### src/rtl/core_fetch_port_pkg.sv
`default_nettype none
// ============================================================================
//  Module      : core_fetch_port_pkg
//  Description : Shared micro-architectural types for the core memory ports.
//                Provides the word-address pointer type, the instruction/data
//                word type and the word<->byte address conversion helpers
//                used by both the fetch port and the data port.
//  Revision    : 1.0  initial release
// ============================================================================
package core_fetch_port_pkg;

    localparam int unsigned PTR_W  = 30;
    localparam int unsigned WORD_W = 32;

    // Word-granular address (byte address with the two LSBs dropped).
    typedef logic [PTR_W-1:0]  ptr;
    // One 32-bit bus word.
    typedef logic [WORD_W-1:0] word;

    // Word pointer to byte address: words are 4-byte aligned.
    function automatic logic [31:0] word_to_byte(input ptr p);
        return {p, 2'b00};
    endfunction

    // Byte address to word pointer: the sub-word offset is discarded.
    function automatic ptr byte_to_word(input logic [31:0] b);
        return b[31:2];
    endfunction

endpackage : core_fetch_port_pkg
`default_nettype wire

### src/rtl/core_fetch_hitbuf.sv
`default_nettype none
// ============================================================================
//  Module      : core_fetch_hitbuf
//  Description : One-entry last-fetch buffer. Holds the address, data and
//                valid flag of the most recently filled fetch and reports a
//                hit when a lookup matches.
//  Ports       : clk, rst          - clock, synchronous active-high reset
//                lookup_addr       - word address being requested
//                invalidate        - clears the entry (code write)
//                fill_en           - write fill_addr/fill_data into the entry
//                fill_addr         - word address of the fill
//                fill_data         - fetched word of the fill
//                hit               - lookup matches a valid entry
//                buf_data          - stored word (meaningful when hit=1)
//  Revision    : 1.0  initial release
// ============================================================================
module core_fetch_hitbuf
    import core_fetch_port_pkg::*;
(
    input  logic clk,
    input  logic rst,
    input  ptr   lookup_addr,
    input  logic invalidate,
    input  logic fill_en,
    input  ptr   fill_addr,
    input  word  fill_data,
    output logic hit,
    output word  buf_data
);

    logic r_buf_valid;
    ptr   r_buf_addr;
    word  r_buf_data;

    // An invalidate arriving together with a lookup must not let a stale
    // entry answer the request, so it masks the hit in the same cycle.
    assign hit      = r_buf_valid && (lookup_addr == r_buf_addr) && !invalidate;
    assign buf_data = r_buf_data;

    always_ff @(posedge clk) begin
        if (rst) begin
            r_buf_valid <= 1'b0;
            r_buf_addr  <= '0;
            r_buf_data  <= '0;
        end else begin
            if (fill_en) begin
                r_buf_addr <= fill_addr;
                r_buf_data <= fill_data;
            end
            // Invalidate takes priority over a coincident fill: the entry
            // may hold code that was just overwritten.
            if (invalidate) begin
                r_buf_valid <= 1'b0;
            end else if (fill_en) begin
                r_buf_valid <= 1'b1;
            end
        end
    end

endmodule : core_fetch_hitbuf
`default_nettype wire

### src/rtl/core_fetch_port.sv
`default_nettype none
// ============================================================================
//  Module      : core_fetch_port
//  Description : Instruction-side responder between the fetch unit and an
//                Avalon-MM style read bus. Single outstanding read; returns
//                each word with a one-cycle fetched pulse. An optional
//                one-word last-fetch buffer answers repeated requests to the
//                same address without a bus cycle.
//  Ports       : clk, rst            - clock, synchronous active-high reset
//                fetch, addr         - request valid / word address (IDLE only)
//                invalidate          - clears the last-fetch buffer
//                fetched, fetch_data - registered completion pulse and word
//                bus_read, bus_address, bus_waitrequest,
//                bus_readdata, bus_readdatavalid - memory bus master side
//  Revision    : 1.0  initial release
// ============================================================================
module core_fetch_port
    import core_fetch_port_pkg::*;
#(
    parameter bit HIT_BUFFER = 1'b1
) (
    input  logic        clk,
    input  logic        rst,
    input  logic        fetch,
    input  ptr          addr,
    input  logic        invalidate,
    output logic        fetched,
    output word         fetch_data,
    output logic        bus_read,
    output logic [31:0] bus_address,
    input  logic        bus_waitrequest,
    input  word         bus_readdata,
    input  logic        bus_readdatavalid
);

    typedef enum logic [1:0] {
        ST_IDLE  = 2'd0,
        ST_ISSUE = 2'd1,
        ST_WAIT  = 2'd2
    } state_t;

    state_t      r_state;
    ptr          r_req_addr;
    logic        r_fill_ok;     // 1: the in-flight fill must not be buffered
    logic        r_fetched;
    word         r_fetch_data;
    logic        r_bus_read;
    logic [31:0] r_bus_address;

    logic        w_hit;
    word         w_buf_data;
    logic        w_fill_en;

    // The buffer is written only by a return that no invalidate has touched.
    assign w_fill_en = (r_state == ST_WAIT) && bus_readdatavalid && !r_fill_ok;

    generate
        if (HIT_BUFFER) begin : g_hitbuf
            core_fetch_hitbuf u_hitbuf (
                .clk         (clk),
                .rst         (rst),
                .lookup_addr (addr),
                .invalidate  (invalidate),
                .fill_en     (w_fill_en),
                .fill_addr   (r_req_addr),
                .fill_data   (bus_readdata),
                .hit         (w_hit),
                .buf_data    (w_buf_data)
            );
        end else begin : g_no_hitbuf
            assign w_hit      = 1'b0;
            assign w_buf_data = '0;
        end
    endgenerate

    always_ff @(posedge clk) begin
        if (rst) begin
            r_state       <= ST_IDLE;
            r_req_addr    <= '0;
            r_fill_ok     <= 1'b0;
            r_fetched     <= 1'b0;
            r_fetch_data  <= '0;
            r_bus_read    <= 1'b0;
            r_bus_address <= '0;
        end else begin
            r_fetched <= 1'b0;
            case (r_state)
                ST_IDLE: begin
                    if (fetch) begin
                        if (w_hit) begin
                            r_fetched    <= 1'b1;
                            r_fetch_data <= w_buf_data;
                        end else begin
                            r_req_addr    <= addr;
                            r_fill_ok     <= 1'b0;
                            r_bus_read    <= 1'b1;
                            r_bus_address <= word_to_byte(addr);
                            r_state       <= ST_ISSUE;
                        end
                    end
                end

                ST_ISSUE: begin
                    if (invalidate) begin
                        r_fill_ok <= 1'b1;
                    end
                    if (!bus_waitrequest) begin
                        r_bus_read <= 1'b0;
                        r_state    <= ST_WAIT;
                    end
                end

                ST_WAIT: begin
                    if (invalidate) begin
                        r_fill_ok <= 1'b1;
                    end
                    if (bus_readdatavalid) begin
                        r_fetch_data <= bus_readdata;
                        r_fetched    <= 1'b1;
                        r_state      <= ST_IDLE;
                    end
                end

                default: begin
                    r_bus_read <= 1'b0;
                    r_state    <= ST_IDLE;
                end
            endcase
        end
    end

    assign fetched     = r_fetched;
    assign fetch_data  = r_fetch_data;
    assign bus_read    = r_bus_read;
    assign bus_address = r_bus_address;

endmodule : core_fetch_port
`default_nettype wire

### config.mk
export PLATFORM = sky130hd
export DESIGN_NAME = core_fetch_port
export DESIGN_NICKNAME = d
export VERILOG_FILES = /design/src/rtl/core_fetch_port_pkg.sv /design/src/rtl/core_fetch_hitbuf.sv /design/src/rtl/core_fetch_port.sv
export SDC_FILE = /design/constraint.sdc
export NUM_CORES = 1
export LEC_CHECK = 0
export BUFFER_PORTS_ARGS = -buffer_cell sky130_fd_sc_hd__buf_2
export CAP_MARGIN = 20
export CORE_ASPECT_RATIO = 0.5
export CORE_MARGIN = 2
export CORE_UTILIZATION = 50
export DETAILED_ROUTE_END_ITERATION = 8
export PLACE_DENSITY_LB_ADDON = 0.12
export RECOVER_POWER = 25
export SYNTH_ARGS = -nofsm -noshare
export SYNTH_HDL_FRONTEND = slang
export SYNTH_HIERARCHICAL = 1
export SYNTH_SLANG_ARGS = --single-unit
### constraint.sdc
create_clock -name clk -period 4.9 [get_ports clk]
set_clock_uncertainty 0.2 [all_clocks]
set_input_delay 0.735 -clock clk [delete_from_list [all_inputs] [get_ports clk]]
set_output_delay 0.735 -clock clk [all_outputs]
set_load 0.01 [all_outputs]
==> results of run 1 <==
worst max path at each step:
stage | start | endpoint | cells past startpoint
2_1_floorplan | addr[27] | fetch_data[0] | 8
3_3_place_gp | addr[23] | fetch_data[30] | 8
3_5_place_dp | addr[27] | fetch_data[25] | 8
4_1_cts | addr[27] | fetch_data[25] | 8
5_1_grt | addr[27] | fetch_data[30] | 8
6_report | addr[17] | fetch_data[25] | 8
cell families (layout without fill, tap and decap cells):
logic type	Yosys count	count (layout)	share of synthesized area, %
and+or+nand+nor	155	155	11.99
DFF	130	130	46.44
AOI/OAI and AO/OA	98	98	13.75
muxes	97	97	17.33
buffers and inverters	50	174	4.398
xor gates and xnor gates	30	30	4.689
adders and majority gates	6	6	1.340
other	1	2	0.06691
final cells by class:
type	instances	area, sq um	area share [%]
Multi-Input combinational cell	388	2769	40.19
Clock inverter	13	207.7	3.015
Sequential cell	130	2603	37.78
Inverter	2	7.507	0.1090
Timing Repair Buffer	140	678.2	9.844
Clock buffer	19	442.9	6.429
Tap cell	145	181.4	2.633
through the flow:
stage          hold WS (ps)  total power [W]  util (%)  cells
2_1_floorplan         248.9         0.002428         -    568
3_3_place_gp          255.1         0.002757     57.54    805
3_5_place_dp          259.7         0.002786     57.54    805
4_1_cts               267.7         0.004186     63.49    837
5_1_grt               290.4         0.004341     62.94    837
6_report              268.1         0.004119     62.94    837
Yosys cell counts (2+ instances only):
cell,instances
buf_2,11
nand2b_1,7
dfxtp_1,130
a211oi_1,2
buf_4,2
nor2_1,65
a211oi_2,30
inv_1,2
xor2_1,20
a21oi_1,31
buf_6,5
buf_1,4
nand4_1,4
nand2_1,63
clkbuf_1,26
nor3_1,2
ha_1,6
a31oi_1,33
xnor2_1,10
mux2i_1,97
nor4_1,5
cell usage in the layout, fill, tap and decap left out, drive strengths merged, types with 2 or more instances in the layout:
cell type,count
dfxtp,130
mux2i,97
buf,92
clkbuf,67
nor2,65
nand2,63
a31oi,33
a211oi,32
a21oi,31
xor2,20
xnor2,10
nand2b,7
nor4,6
ha,6
clkinv,6
bufinv,5
nand4,4
inv,3
conb,2
nor3,2
per-layer routing:
layer  wire [um]  up-vias  track usage (%)
li1            -     2195                -
met3         668       17            6.441
met1        6116     2094            27.09
met2        5984       87            36.67
met5           0        -                0
met4         172        0            7.890
power groups by stage:
stage          clock, W  sequential (W)  combinational, W
3_3_place_gp          0         0.00142           0.00134
3_5_place_dp          0         0.00142           0.00137
2_1_floorplan         0         0.00148          0.000948
4_1_cts         0.00141         0.00140           0.00137
6_report        0.00139         0.00140           0.00132
5_1_grt         0.00146         0.00143           0.00146
worst max-delay path, cell delays in order:
cell      delay (ps)
buf_2            110
xor2_1           130
nor4_1           420
nand4_1          160
nor4_2           540
a21bo_2          240
and3_4           550
a211oi_2         140
flip-flops by register name, indices dropped and copies added (netlist names):
signal / cells
bus_read: 1
fetch_data: 32
fetched: 1
g_hitbuf.u_hitbuf/buf_data: 32
g_hitbuf.u_hitbuf/r_buf_addr: 30
g_hitbuf.u_hitbuf/r_buf_valid: 1
r_fill_ok: 1
r_req_addr: 30
r_state: 2
==> reports/qor.csv, run 1 <==
metric;value;unit
Setup Fix Bufs, Post-CTS;0;
Final Hold Fails;0;
Final HPWL DP;8213;um
reg2reg end;fetch_data[25];
clock sink count;130;
CTS buffer count;17;
Worst-path clk slew;60;ps
Yosys top cell area share;46.44;%
combinational share of power;32.2;%
Rel. slew slack;38.99;%
clk root buf;clkbuf_16;
Port Buffers;131;
Core Area;10950;sq um
Yosys cell types;33;
FFs w/ async S/R, synth;0;%
boundary pin count;134;
Final Cycle Share;60.87;%
sw frac;34.27;%
total grt overflow;0;
H-Tree Depth;4;
DRC viols;0;
min-delay src;r_req_addr[0];
placed cell area;6299;sq um
final instance area;6889;sq um
worst vdd ir;0.2610;mV
syn_area_per_cell;9.884;sq um
Die Width;153.7;um
vias in the first global route;4343;
# fillers;990;
Starting Density;51.20;%
reg2reg setup slack;2010;ps
worst slack at placement;1465;ps
WHS Endpoint;r_req_addr[0];
post-synth top area cell;dfxtp_1;
R2R cell count;7;
row count;27;
Synth Register Bits;130;
routed length per placed instance;15.46;um
Setup TNS;0;ps
WP data arrival;3040;ps
f_max;335.3;MHz
Post-Syn Instances;567;
WHS Path Cells;2;
P&R area growth vs syn;22.93;%
Cell Area, Synth;5604;sq um
TritonCTS clock tree;built;
crit path max fanout;32;
RSZ-0062 raised after global routing;no;
DR vias/cell;5.249;
Flop pwr share;34.1;%
initial antenna violation count;0;
die height;78.86;um
Worst Max-Slew Pin Slew;913.0;ps
worst setup margin;1918;ps
Static Leak;2.538;nW
ANT cells;0;
vias;4393;
sequential-to-total area share from yosys stat;46.44;%
Total GRT Usage;21.87;%
Routed WL;12940;um
clock power share;33.8;%
CP Class;input pin to flip-flop;
Hold/Removal Path Class;flip-flop to flip-flop;
sw power;0.001412;W
initial drt markers;239;
first-pass GRT wire length;21120;um
ratio of cells with drive above 1 in the final layout;22.83;%
worst skew pair latency;410;ps
Synth Warn #;6;
critical path endpoint category;flip-flop;
Worst EP required;4960;ps
DR pass1 iterations;4;
cts hold-fix bufs;0;
Final Critical Period;2982;ps
Cell Pwr Density;597.8;nW/um^2
Int Power;0.002707;W
Post-DRT Antenna Nets;0;
Post-synth EDFFs;0;
Final #Nets;753;
clock tree buffer depth;2;
CP Launch Type;input pin;
post-CTS resize count;0;
RePlAce Congestion;0.7605;
run status;finished, final reports clean;
Area contributors post-synth;dfxtp_1, mux2i_1, a211oi_2, nor2_1, nand2_1;
Slew Viols, Final;0;
Setup Viol. Count Final;0;
die area;12120;sq um
startpoint of the worst register-to-register path;g_hitbuf.u_hitbuf/r_buf_addr[17];
Max Cap Violations;0;
Top FF cell, synth;dfxtp_1;
largest net degree at the start of global routing;52;
Note: power is estimated with default switching activity, not from simulation.
==> run 2, diff against run 1 <==
==> constraint.sdc (replaced) <==
create_clock -name clk -period 2.8 [get_ports clk]
set_clock_uncertainty 0.2 [all_clocks]
set_input_delay 0.42 -clock clk [delete_from_list [all_inputs] [get_ports clk]]
set_output_delay 0.42 -clock clk [all_outputs]
set_load 0.01 [all_outputs]
==> run 2 against run 1 <==
Sequential power grew 75%. Power is 79% higher. Critical path type is now flip-flop to flip-flop. Via count fell by 0.41%. Clock power increased by 74%. First-iteration DRC count shrank 18%. Sequential share of layout area is 0.75 points lower. Final cell count is 1.2% higher. Die area is the same.
==> reports/qor.csv, run 2 (synthesized netlist as in run 1, its figures left out) <==
metric;value;unit
CP Class;flip-flop to flip-flop;
Static Leak;2.613;nW
die height;78.86;um
clock sink count;130;
Starting Density;51.20;%
Setup Viol. Count Final;0;
Worst-path clk slew;60;ps
run status;finished, final reports clean;
first-pass GRT wire length;20460;um
final core occ;64.22;%
clock tree buffer depth;2;
worst-path cell chain;xor2_1 > nor4_1 > buf_4 > nand4_1 > nor4_4 > a21bo_2 > buf_4 > a31oi_1 > a211oi_1;
RePlAce Congestion;0.7768;
Max stage delay on crit path;340;ps
Worst EP required;2910;ps
largest net degree at the start of global routing;49;
RSZ-0062 raised after global routing;no;
CTS buffer count;17;
Setup TNS;0;ps
Post-DRT Antenna Nets;0;
Core Area;10950;sq um
total grt overflow;0;
Max Cap Violations;0;
# fillers;963;
Rel. slew slack;56.57;%
boundary pin count;134;
most frequent cells in the layout;dfxtp_1, mux2i_1, buf_2, nor2_1, nand2_1;
f_max;389.3;MHz
Crit. Startpoint;g_hitbuf.u_hitbuf/r_buf_addr[17];
ANT cells;0;
DR vias/cell;5.165;
vias in the first global route;4086;
CP max-delay cell;nor4_1;
placed cell area;6431;sq um
Worst Path Buf+Inv;2;
CP Launch Type;flip-flop;
Setup Fix Bufs, Post-CTS;0;
clk root buf;clkbuf_16;
critical path endpoint category;flip-flop;
initial antenna violation count;0;
post-layout total power;0.007360;W
P&R area growth vs syn;25.43;%
TritonCTS clock tree;built;
final instance area;7029;sq um
Worst Max-Slew Pin Slew;651.5;ps
ratio of cells with drive above 1 in the final layout;23.93;%
worst skew pair latency;400;ps
Total GRT Usage;21.20;%
worst vdd ir;0.5925;mV
Final Cycle Share;91.73;%
die area;12120;sq um
Cell Pwr Density;1047;nW/um^2
Port Buffers;131;
Routed WL;12730;um
Die Width;153.7;um
crit-path most repeated cell;buf_4;
Slew Viols, Final;0;
Final HPWL DP;8312;um
row count;27;
critical path's top delay family;simple AND/OR/NAND/NOR gates;
vias;4375;
Final Critical Period;2568;ps
min-delay src;invalidate;
WP data arrival;2680;ps
H-Tree Depth;4;
routed length per placed instance;15.03;um
crit path max fanout;15;
startpoint of the worst register-to-register path;g_hitbuf.u_hitbuf/r_buf_addr[17];
most common cell after layout, fill and taps aside;dfxtp_1;
Final Hold Fails;0;
Hold/Removal Path Class;input pin to flip-flop;
DR pass1 iterations;4;
initial drt markers;197;
Final #Nets;764;
DRC viols;0;
==> run 2: path summary, 6_finish.rpt <==
check                                                     end  cells past startpoint  slack (ps)
worst min register to register                 r_req_addr[14]                      2         270
worst max register to register                 fetch_data[29]                      9         230
worst min-delay path            g_hitbuf.u_hitbuf/r_buf_valid                      2          30
worst max-delay path                           fetch_data[29]                      9         230
==> run 2: final cells by class <==
type	count	area [sq um]	area share, %
clock inverter	12	206.4	2.937
clock buffer	19	442.9	6.301
tap	145	181.4	2.581
sequential	130	2603	37.02
timing repair buffer	151	810.8	11.53
multi-input combinational	388	2778	39.52
inverter	2	7.507	0.1068
==> run 2: what timing repair did <==
item                                   in CTS  in global routing
hold buffers                                0                  0
resized for setup                           0                  1
endpoints found under the hold margin       0                  0
setup endpoints to repair                   0                  1
==> run 2: metal layers <==
layer / vias up / global-route usage (%) / wire (um) / part of all wire (%)
met5: - / 0 / 0 / 0
met4: 0 / 6.606 / 103 / 0.81
met3: 13 / 6.496 / 718 / 5.6
met2: 85 / 34.62 / 5848 / 46
met1: 2054 / 27.21 / 6062 / 48
li1: 2223 / - / - / -
==> run 2: through the flow <==
step	hold WS [ps]	setup slack, ps	std cells
2_1_floorplan	248.9	373.5	568
3_3_place_gp	254.7	115.9	816
3_5_place_dp	262.3	65.41	816
4_1_cts	20.99	202.0	847
5_1_grt	34.23	17.28	847
6_report	33.81	231.6	847
==> run 2: worst register-to-register path, stage by stage (launching register included) <==
cell and delay, ps:
dfxtp_1 320, xor2_1 160, nor4_1 340, buf_4 180, nand4_1 120, nor4_4 330
a21bo_2 220, buf_4 230, a31oi_1 120, a211oi_1 240
==> run 2: where the power goes <==
| group | total (W) | internal [W] | switching [W] | leakage [nW] |
|---|---|---|---|---|
| sequential | 0.00245 | 0.00222 | 0.000226 | 1.06 |
| clock | 0.00242 | 0.00160 | 0.000815 | 0.302 |
| combinational | 0.00249 | 0.00105 | 0.00144 | 1.25 |
| total | 0.00736 | 0.00487 | 0.00249 | 2.61 |
==> run 3, diff against run 2 <==
==> constraint.sdc (replaced) <==
create_clock -name clk -period 3.1 [get_ports clk]
set_clock_uncertainty 0.2 [all_clocks]
set_input_delay 0.465 -clock clk [delete_from_list [all_inputs] [get_ports clk]]
set_output_delay 0.465 -clock clk [all_outputs]
set_load 0.01 [all_outputs]
==> run 3 against run 2 <==
Worst hold slack better by 56 ps. Critical path depth stayed put. Combinational power is 11% lower. Clock-buffer cell count is 3 higher. Die area stayed put. Fmax is 3.9% lower. Global-route usage is 0.12 points higher. Sequential share of layout area is 0.58 points higher. First-iteration DRC count is 11% lower. Final area is 1.5% lower. Sequential power is 9.8% lower. Via count is 0.37% lower.
==> reports/qor.csv, run 3 (synthesized netlist as in run 1, its figures left out) <==
metric;value;unit
run status;finished, final reports clean;
Final HPWL DP;8321;um
CTS buffer count;17;
Routed WL;12820;um
Starting Density;51.20;%
Worst Max-Slew Pin Slew;579.2;ps
H-Tree Depth;4;
TritonCTS clock tree;built;
most frequent cells in the layout;dfxtp_1, mux2i_1, buf_2, nor2_1, nand2_1;
ANT cells;0;
crit path max fanout;32;
cts hold-fix bufs;0;
Rel. slew slack;61.39;%
Setup Viol. Count Final;0;
clock tree buffer depth;2;
Max Cap Violations;0;
final instance area;6922;sq um
die area;12120;sq um
row count;27;
CP Launch Type;flip-flop;
Final Critical Period;2674;ps
critical path endpoint category;flip-flop;
Die Width;153.7;um
Final Cycle Share;86.26;%
initial drt markers;175;
CP Class;flip-flop to flip-flop;
R2R cell count;9;
worst skew pair latency;400;ps
Slew Viols, Final;0;
RSZ-0062 raised after global routing;no;
post-CTS resize count;0;
total grt overflow;0;
Post-DRT Antenna Nets;0;
worst vdd ir;0.5328;mV
vias in the first global route;4091;
largest net degree at the start of global routing;55;
DR vias/cell;5.183;
WHS Path Cells;2;
Cell Pwr Density;930.3;nW/um^2
Final Hold Fails;0;
routed length per placed instance;15.24;um
Worst-path clk slew;60;ps
RePlAce Congestion;0.7613;
DR pass1 iterations;4;
die height;78.86;um
DRC viols;0;
Setup Fix Bufs, Post-CTS;0;
Final #Nets;758;
Static Leak;2.548;nW
Port Buffers;131;
initial antenna violation count;0;
clock sink count;130;
most common cell after layout, fill and taps aside;dfxtp_1;
Hold/Removal Path Class;input pin to flip-flop;
ratio of cells with drive above 1 in the final layout;22.99;%
Total GRT Usage;21.32;%
WP data arrival;2780;ps
Setup TNS;0;ps
clk root buf;clkbuf_16;
Worst EP required;3210;ps
f_max;374.0;MHz
boundary pin count;134;
first-pass GRT wire length;20570;um
P&R area growth vs syn;23.51;%
Core Area;10950;sq um
vias;4359;
placed cell area;6386;sq um
## run 3: cell count changes in the layout (fill, tap and decap cells not counted)
cell / before / now
buf_4: 16 / 10
clkinvlp_4: 4 / 3
nor4_4: 1 / 0
inv_6: 1 / 0
clkbuf_8: 1 / 2
clkbuf_1: 49 / 51
bufinv_16: 5 / 3
clkinv_2: 0 / 2
clkinv_4: 2 / 1
nor4_2: 0 / 1
## run 3: layout make-up
type	instances	area (sq um)
Tap cell	145	181.4
Multi-Input combinational cell	388	2769
Clock buffer	22	464.2
Inverter	2	7.507
Fill cell	979	4024
Timing Repair Buffer	145	765.7
Clock inverter	9	131.4
Sequential cell	130	2603
## run 3: power by group
group,internal [W],total [W],switching (W)
combinational,0.000917,0.00221,0.00130
sequential,0.00201,0.00221,0.000201
clock,0.00130,0.00202,0.000715
## run 3: final timing paths
path                                                        from                            end  slack (ps)
worst max-delay path            g_hitbuf.u_hitbuf/r_buf_addr[17]                 fetch_data[29]         430
worst min-delay path                                  invalidate  g_hitbuf.u_hitbuf/r_buf_valid          90
worst max register to register  g_hitbuf.u_hitbuf/r_buf_addr[17]                 fetch_data[29]         430
worst min register to register                     r_req_addr[5]                  r_req_addr[5]         270
## run 3: stage by stage
stage | utilization, % | std cells | worst slack, ps | total power [W] | hold slack, ps
after floorplan | - | 568 | 628.5 | 0.003838 | 248.9
after global placement | 58.34 | 810 | 312.8 | 0.004479 | 255.5
after global routing | 63.24 | 841 | 222.8 | 0.006791 | 82.37
after detailed placement | 58.34 | 810 | 179.7 | 0.004518 | 261.4
after CTS | 63.79 | 841 | 422.5 | 0.006550 | 67.90
final | 63.24 | 841 | 426.0 | 0.006439 | 89.69
## run 3: per-layer routing
layer,GRT usage [%],vias to the layer above,share of wire [%]
met3,6.441,14,5.6
met1,27.44,2042,47
li1,-,2215,-
met4,7.156,0,1.0
met5,0,-,0
met2,34.53,88,46
## run 3: critical path, cell delays in order (launching register included)
cell and delay (ps):
dfxtp_1 320, xor2_1 160, nor4_1 300, buf_4 170
nand4_1 90, nor4_2 500, a21bo_2 260, buf_12 190
a31oi_1 110, a211oi_1 260
